File: src/rtl/ram_arbiter.sv
// Two-port round-robin arbiter in front of a single-port synchronous RAM.
// Optional per-port lock holds the RAM for up to MAX_BURST consecutive grants.
module ram_arbiter #(
  parameter int unsigned DATA_WIDTH = 8,
  parameter int unsigned ADDR_WIDTH = 4,
  parameter int unsigned MAX_BURST  = 4
) (
  input  logic                  clk,
  input  logic                  rst,
  input  logic                  req0,
  input  logic                  we0,
  input  logic                  lock0,
  input  logic [ADDR_WIDTH-1:0] addr0,
  input  logic [DATA_WIDTH-1:0] wdata0,
  input  logic                  req1,
  input  logic                  we1,
  input  logic                  lock1,
  input  logic [ADDR_WIDTH-1:0] addr1,
  input  logic [DATA_WIDTH-1:0] wdata1,
  output logic                  gnt0,
  output logic                  gnt1,
  output logic                  rvalid0,
  output logic                  rvalid1,
  output logic [DATA_WIDTH-1:0] rdata0,
  output logic [DATA_WIDTH-1:0] rdata1,
  output logic                  ram_we,
  output logic                  ram_re,
  output logic [ADDR_WIDTH-1:0] ram_addr,
  output logic [DATA_WIDTH-1:0] ram_din,
  input  logic [DATA_WIDTH-1:0] ram_dout
);

  localparam int unsigned CNT_W = $clog2(MAX_BURST + 1);

  typedef enum logic [1:0] {
    IDLE = 2'd0,
    OWN0 = 2'd1,
    OWN1 = 2'd2
  } state_e;

  state_e             state_q, state_d;
  logic               last_q, last_d;
  logic [CNT_W-1:0]   cnt_q, cnt_d;
  logic               rvalid0_q, rvalid0_d;
  logic               rvalid1_q, rvalid1_d;
  logic [CNT_W-1:0]   count;

  // Arbitration: owner keeps priority; otherwise round-robin against last.
  always_comb begin
    gnt0 = 1'b0;
    gnt1 = 1'b0;
    if (rst) begin
      case (state_q)
        OWN0: begin
          if (req0) gnt0 = 1'b1;
          else      gnt1 = req1;
        end
        OWN1: begin
          if (req1) gnt1 = 1'b1;
          else      gnt0 = req0;
        end
        default: begin
          if (req0 && req1) begin
            gnt0 = last_q;
            gnt1 = ~last_q;
          end else begin
            gnt0 = req0;
            gnt1 = req1;
          end
        end
      endcase
    end
  end

  // RAM command mux; idle bus is driven to zero.
  always_comb begin
    ram_we   = 1'b0;
    ram_re   = 1'b0;
    ram_addr = '0;
    ram_din  = '0;
    if (gnt0) begin
      ram_we   = we0;
      ram_re   = ~we0;
      ram_addr = addr0;
      ram_din  = wdata0;
    end else if (gnt1) begin
      ram_we   = we1;
      ram_re   = ~we1;
      ram_addr = addr1;
      ram_din  = wdata1;
    end
  end

  // Ownership and burst-count update; any cycle without a grant returns to IDLE.
  always_comb begin
    state_d   = IDLE;
    cnt_d     = '0;
    last_d    = last_q;
    count     = '0;
    rvalid0_d = gnt0 & ~we0;
    rvalid1_d = gnt1 & ~we1;
    if (gnt0) begin
      last_d = 1'b0;
      count  = (state_q == OWN0) ? cnt_q + CNT_W'(1) : CNT_W'(1);
      if (lock0 && (count < CNT_W'(MAX_BURST))) begin
        state_d = OWN0;
        cnt_d   = count;
      end
    end else if (gnt1) begin
      last_d = 1'b1;
      count  = (state_q == OWN1) ? cnt_q + CNT_W'(1) : CNT_W'(1);
      if (lock1 && (count < CNT_W'(MAX_BURST))) begin
        state_d = OWN1;
        cnt_d   = count;
      end
    end
  end

  // last resets to 1 so port 0 wins the first contention.
  always_ff @(posedge clk or negedge rst) begin
    if (!rst) begin
      state_q   <= IDLE;
      last_q    <= 1'b1;
      cnt_q     <= '0;
      rvalid0_q <= 1'b0;
      rvalid1_q <= 1'b0;
    end else begin
      state_q   <= state_d;
      last_q    <= last_d;
      cnt_q     <= cnt_d;
      rvalid0_q <= rvalid0_d;
      rvalid1_q <= rvalid1_d;
    end
  end

  assign rvalid0 = rvalid0_q;
  assign rvalid1 = rvalid1_q;
  assign rdata0  = ram_dout;
  assign rdata1  = ram_dout;

endmodule

File: config.mk
export PLATFORM = sky130hd
export DESIGN_NAME = ram_arbiter
export DESIGN_NICKNAME = d
export VERILOG_FILES = /design/src/rtl/ram_arbiter.sv
export SDC_FILE = /design/constraint.sdc
export NUM_CORES = 1
export LEC_CHECK = 0
export ABC_AREA = 1
export CORE_ASPECT_RATIO = 0.6
export CORE_MARGIN = 4
export CORE_UTILIZATION = 31
export DETAILED_ROUTE_END_ITERATION = 10
export PLACE_DENSITY = 0.81
export SETUP_SLACK_MARGIN = 0.15
export SLEW_MARGIN = 20
export SYNTH_ARGS = -nofsm -noshare
export SYNTH_HDL_FRONTEND = slang
export SYNTH_SLANG_ARGS = --single-unit
File: constraint.sdc
create_clock -name clk -period 2.2 [get_ports clk]
set_input_delay 0.33 -clock clk [delete_from_list [all_inputs] [get_ports clk]]
set_output_delay 0.33 -clock clk [all_outputs]
set_load 0.005 [all_outputs]
After elaboration in Yosys (flattened, before gate mapping)
Cells that the tools add are included.
{ "classes": {"n_bitwise": 5, "reduce_logical": 4, "order_cmp": 2, "addsub": 1, "eq_ne": 2, "mux": 30} }
{ "op_table": {"columns": ["op", "count"], "rows": [
  ["$mux W3", 6],
  ["$mux W8", 2],
  ["$mux W1", 15],
  ["$mux W4", 2],
  ["$lt A3 B3 Y1 const B", 2],
  ["$mux W2", 3],
  ["$pmux W1 S2", 2],
  ["$add A3 B1 Y3 const B", 1],
  ["$logic_and A1 B1 Y1", 3],
  ["$not A1 Y1", 3],
  ["$and A1 B1 Y1", 2],
  ["$eq A2 B1 Y1 const B", 1],
  ["$eq A2 B2 Y1 const B", 1],
  ["$reduce_bool A2 Y1", 1]
]} }
{ "totals": {"in_bits": 40, "output_inout_bits": 34, "wordCells": 49, "reg_bits": 8} }

Depth between registers and ports, before layout
{ "logic_depth": {"ltp_word": 7, "depth_mapped": 9, "depth_no_buf": 9} }

Worst setup path after synthesis
Ideal clock, no wire load.
{ "synth_timing": {"path_kind": "register to output", "from": "register state_q[0]", "to": "output port ram_addr[0]", "arrival_ns": 1.359, "path_stages_with_launch": 9, "path_slack_ns": 0.511, "n_path_buf": 1, "required_ns": 1.870, "path_cell_list": "dfrtp_1 > inv_1 > ha_1 > nor2_1 > nand2_2 > nand3_2 > buf_4 > nand3_1 > nand2_1"} }
{ "synth_between": {"elab_chain_cells": 5, "elab_cells_between_ends": 8, "classes_between": "2 x eq/ne; 6 x mux"} }
{ "synth_rtl": {"columns": ["item", "line", "source"], "rows": [
  ["start, declared", "41", "state_e state_q, state_d;"],
  ["start signal, assigned", "128", "state_q <= state_d;"],
  ["$eq A2 B2 Y1 / $eq A2 B1 Y1 (equally long branches)", "53", "case (state_q)"],
  ["$pmux W1 S2", "53", null],
  ["$mux W1", "52", "if (rst) begin"],
  ["$mux W4", "86", "end else if (gnt1) begin"],
  ["$mux W4 *", "81", "if (gnt0) begin"],
  ["end, declared", "28", "output logic [ADDR_WIDTH-1:0] ram_addr,"]
]} }
Every way passes the cells marked *; elsewhere a longest branch is shown, timed or not.

Final worst setup path
{ "layout_timing": {"from": "register state_q[1]", "to": "output port ram_re"} }
{ "layout_between": {"elab_chain_cells": 5, "elab_cells_between_ends": 8, "classes_between": "2 x eq/ne; 6 x mux"} }
{ "layout_rtl": {"columns": ["item", "line", "source"], "rows": [
  ["$eq A2 B2 Y1 / $eq A2 B1 Y1 (equally long branches)", "53", null],
  ["$pmux W1 S2", "53", null],
  ["$mux W1", "52", null],
  ["$mux W1", "86", null],
  ["$mux W1 *", "81", null],
  ["end, declared", "27", "output logic ram_re,"]
]} }
Marks and branches as above.

==> qor_table.md <==
| Step | Result | Value |
| --- | --- | --- |
| global routing | Total global-route track usage | 0.163 |
| cells and area | Most common cell after layout, fill and taps aside | sky130_fd_sc_hd__nand2_1 |
| global routing | Global route total overflow | 0 |
| worst setup path | Cell depth of the worst setup path | 9 |
| synth | Number of warnings reported in the yosys synthesis log | 0 |
| worst setup path | Cell family with the largest share of critical-path delay | flip-flops |
| clock tree | Number of buffers on the longest clock path | 2 |
| synth | Proportion of synthesized area in mux cells | 0 |
| clock tree | Clock transition at the register clock pins on the worst setup and hold paths after CTS | 0.04 ns |
| synth | Flip-flop and latch count after synthesis | 8 |
| detailed routing | Drt drc | 0 |
| clock tree | Master cell of the clock root buffer | sky130_fd_sc_hd__clkbuf_8 |
| timing | Final-report setup violation count | 0 |
| detailed routing | Count of vias placed by the detailed router | 1,007 |
| clock tree | CTS tree | built |
| worst setup path | Capturing element type of the critical path | primary output |
| die | Die outline width | 74.4 um |
| worst setup path | Delay of the slowest cell on the worst path | 0.40 ns |
| die | Io pins | 74 |
| synth | Largest family of logic cells by synthesized area | simple AND/OR/NAND/NOR gates |
| global routing | Via count of the first global-routing pass | 920 |
| cells and area | Layout area overhead | 93.4% |
| worst setup path | Critical-path cell list | ha_4, nand4_1, nand3_4, buf_6, buf_6, nor2_4, inv_2, nand2_2, buf_6 |
| placed design | Number of port buffers | 49 |
| timing | Setup total negative slack | 0 ns |
| global routing | Maximum number of pins on one net before global-route repair | 8 |
| global routing | Initial antenna violation count | 0 |
| cells and area | Area occupied by multi-input gates | 562 um2 |
| cells and area | Layout cells sized above 1 | 0.400 |
| clock tree | CTS hold repair buffers | 0 |
| cells and area | Storage cell area | 201 um2 |
| cells and area | Number of filler cells placed in the layout | 222 |
| die | Cell Rows | 14 |
| status | Status | complete, no violations |
| synth | Compound-gate portion of the synthesized area | 0.00610 |
| timing | Final Hold Violating Endpoints | 0 |
| synth | Proportion of netlist area held by the largest area contributor | 0.215 |
| detailed routing | Wirelength per Cell | 14.2 um |
| synth | Synthesized Nets | 170 |
| timing | Part of the cycle the worst path needs | 0.952 |
| worst setup path | Crit path buffers/inverters | 4 |
| timing | Top achievable clock speed | 0.478 GHz |
| timing | Time the worst path needs with I/O delays and setup | 2.09 ns |
| placed design | Placer congestion estimate | 0.833 |
| placed design | Detail Placement HPWL | 2110 um |
| worst setup path | First element of the critical path | state_q[1] |
| worst setup path | Cell depth of the worst flop-to-flop path | 10 |
| synth | Top post-synthesis cells by area | sky130_fd_sc_hd__nand2_1, sky130_fd_sc_hd__dfrtp_1, sky130_fd_sc_hd__buf_4 |
| worst setup path | CP Max Fanout | 5 |
| cells and area | Final antenna diode count | 0 |
| die | Core Area | 2520 um2 |
| synth | Adder-cell share of the synthesized area | 0.0610 |
| synth | Synthesized instance count | 126 |
| timing | Worst hold margin | 0.120 ns |
| synth | Post-synthesis cell type count | 16 |
| clock tree | Htree depth | 1 |
| synth | Cell area after technology mapping | 821 um2 |
| die | Area of the die | 3560 um2 |
| detailed routing | Starting DRT DRC Count | 36 |
| timing | Final worst clock skew | 0.00248 ns |
| die | Initial Utilization | 0.325 |
| power and ir drop | Maximum vdd drop | 0.178 mV |
| detailed routing | Drt total wl | 3080 um |
| worst setup path | Worst Path Class, Setup | reg2out |
| power and ir drop | Leak | 0.000806 uW |
| synth | Cell accounting for the most synthesized area | sky130_fd_sc_hd__nand2_1 |
| cells and area | Most frequent cells in the layout | sky130_fd_sc_hd__nand2_1, sky130_fd_sc_hd__clkdlybuf4s50_1, sky130_fd_sc_hd__buf_4 |
| worst setup path | Top cell by count, worst path | sky130_fd_sc_hd__buf_6 |
| detailed routing | Mean number of vias per cell | 4.64 |
| timing | RSZ-0062 raised after global routing | true |
| synth | Xor/xnor share of the synthesized area | 0 |
| global routing | Global-route wire length before repair | 4190 um |
| job | Max-cap violations | 0 |
| clock tree | Clk_lat worst skew | 0.23 ns |
| synth | Post-synthesis sequential area ratio | 0.245 |
| cells and area | Number of nets in the layout | 230 |
| detailed routing | Remaining antenna violation count after routing | 0 |
| power and ir drop | P per Cell Area | 414 nW/um2 |
| detailed routing | Number of iterations in the first detailed-routing pass | 4 |
| clock tree | Number of sinks driven by the clock tree | 8 |
| synth | Area fraction in and, or, nand and nor cells after synthesis | 0.445 |
| die | Die Span Y | 47.9 um |
| worst setup path | Worst setup SP type | flip-flop |
| worst setup path | Crit path required time | 1.87 ns |
| synth | Per-instance average area after synthesis | 6.51 um2 |
| worst setup path | Worst endpoint data arrival time | 1.76 ns |
| timing | Final number of max-transition violations | 0 |
| clock tree | Cts bufs inserted | 3 |
| worst setup path | Reg-to-Reg Start | state_q[1] |
| worst setup path | Cell with the largest stage delay on the worst path | sky130_fd_sc_hd__dfrtp_1 |
| min path | Worst hold-check path type | in2async |
sequential cells by signal, summed over array words and instances (netlist names):
register  flops
cnt_q         3
state_q       2
last_q        1
rvalid0       1
rvalid1       1
area by class of cell:
cell class                 count  area share
timing repair buffer          74       0.437
tap                           32      0.0252
multi-input combinational     87       0.354
sequential                     8       0.127
inverter                      12      0.0284
clock buffer                   4      0.0284
synth_stat cells (all sizes together):
cell type  number
buf            19
conb            1
inv            12
dfstp           1
nand4           2
dfrtp           7
nor2           11
a21oi           1
ha              4
nand3          18
nand2          49
nor3            1
worst register-to-register path: cells and delay by family, from the launching register on:
kind	cells	cell delay [ns]
flip-flops	1	0.40
AND/OR/NAND/NOR	6	0.48
adder cells (fa/ha/maj)	1	0.35
buffers and inverters	3	0.37
cells by family (layout without fill, tap and decap cells):
group | after synthesis | in the layout
simple gates | 81 | 81
compound gates | 1 | 1
other cells | 1 | 1
flops | 8 | 8
fa+ha+maj | 4 | 4
buf+inv | 31 | 90
report_power, final:
group | total, uW | switching, uW | internal (uW)
combinational | 299 | 130 | 169
clock | 188 | 62.0 | 126
sequential | 171 | 9.75 | 161
worst paths after layout:
check | to | slack [ns]
max | ram_re | 0.11
min | last_q | 0.12
max reg2reg | cnt_q[1] | 0.53
min reg2reg | last_q | 0.55
max in group asynchronous | cnt_q[2] | 1.95
min in group clk | last_q | 0.55
stage by stage:
step | area, um2 | power [uW] | util | setup slack (ns) | instances
after floorplan | 821 | 275 | - | 0.511 | 126
after global placement | 1340 | 406 | 0.531 | -0.201 | 203
after detailed placement | 1340 | 413 | 0.531 | -0.215 | 203
after CTS | 1510 | 629 | 0.600 | -0.00964 | 215
after global routing | 1590 | 693 | 0.629 | 0.00595 | 217
final | 1590 | 657 | 0.629 | 0.107 | 217
per-layer routing:
layer  global-route usage  up-vias  wire [um]
li1                     -      491          -
met1                0.188      465       1240
met2                0.290       40       1530
met3               0.0398       11        189
met4               0.0851        0        115
met5                    0        -          0
what timing repair did:
action	CTS	global route
pin swaps	10	21
gates resized for setup	63	40
gates cloned	1	0
buffers inserted	7	2
setup endpoints to repair	16	16
(Power assumes the default switching activity.)
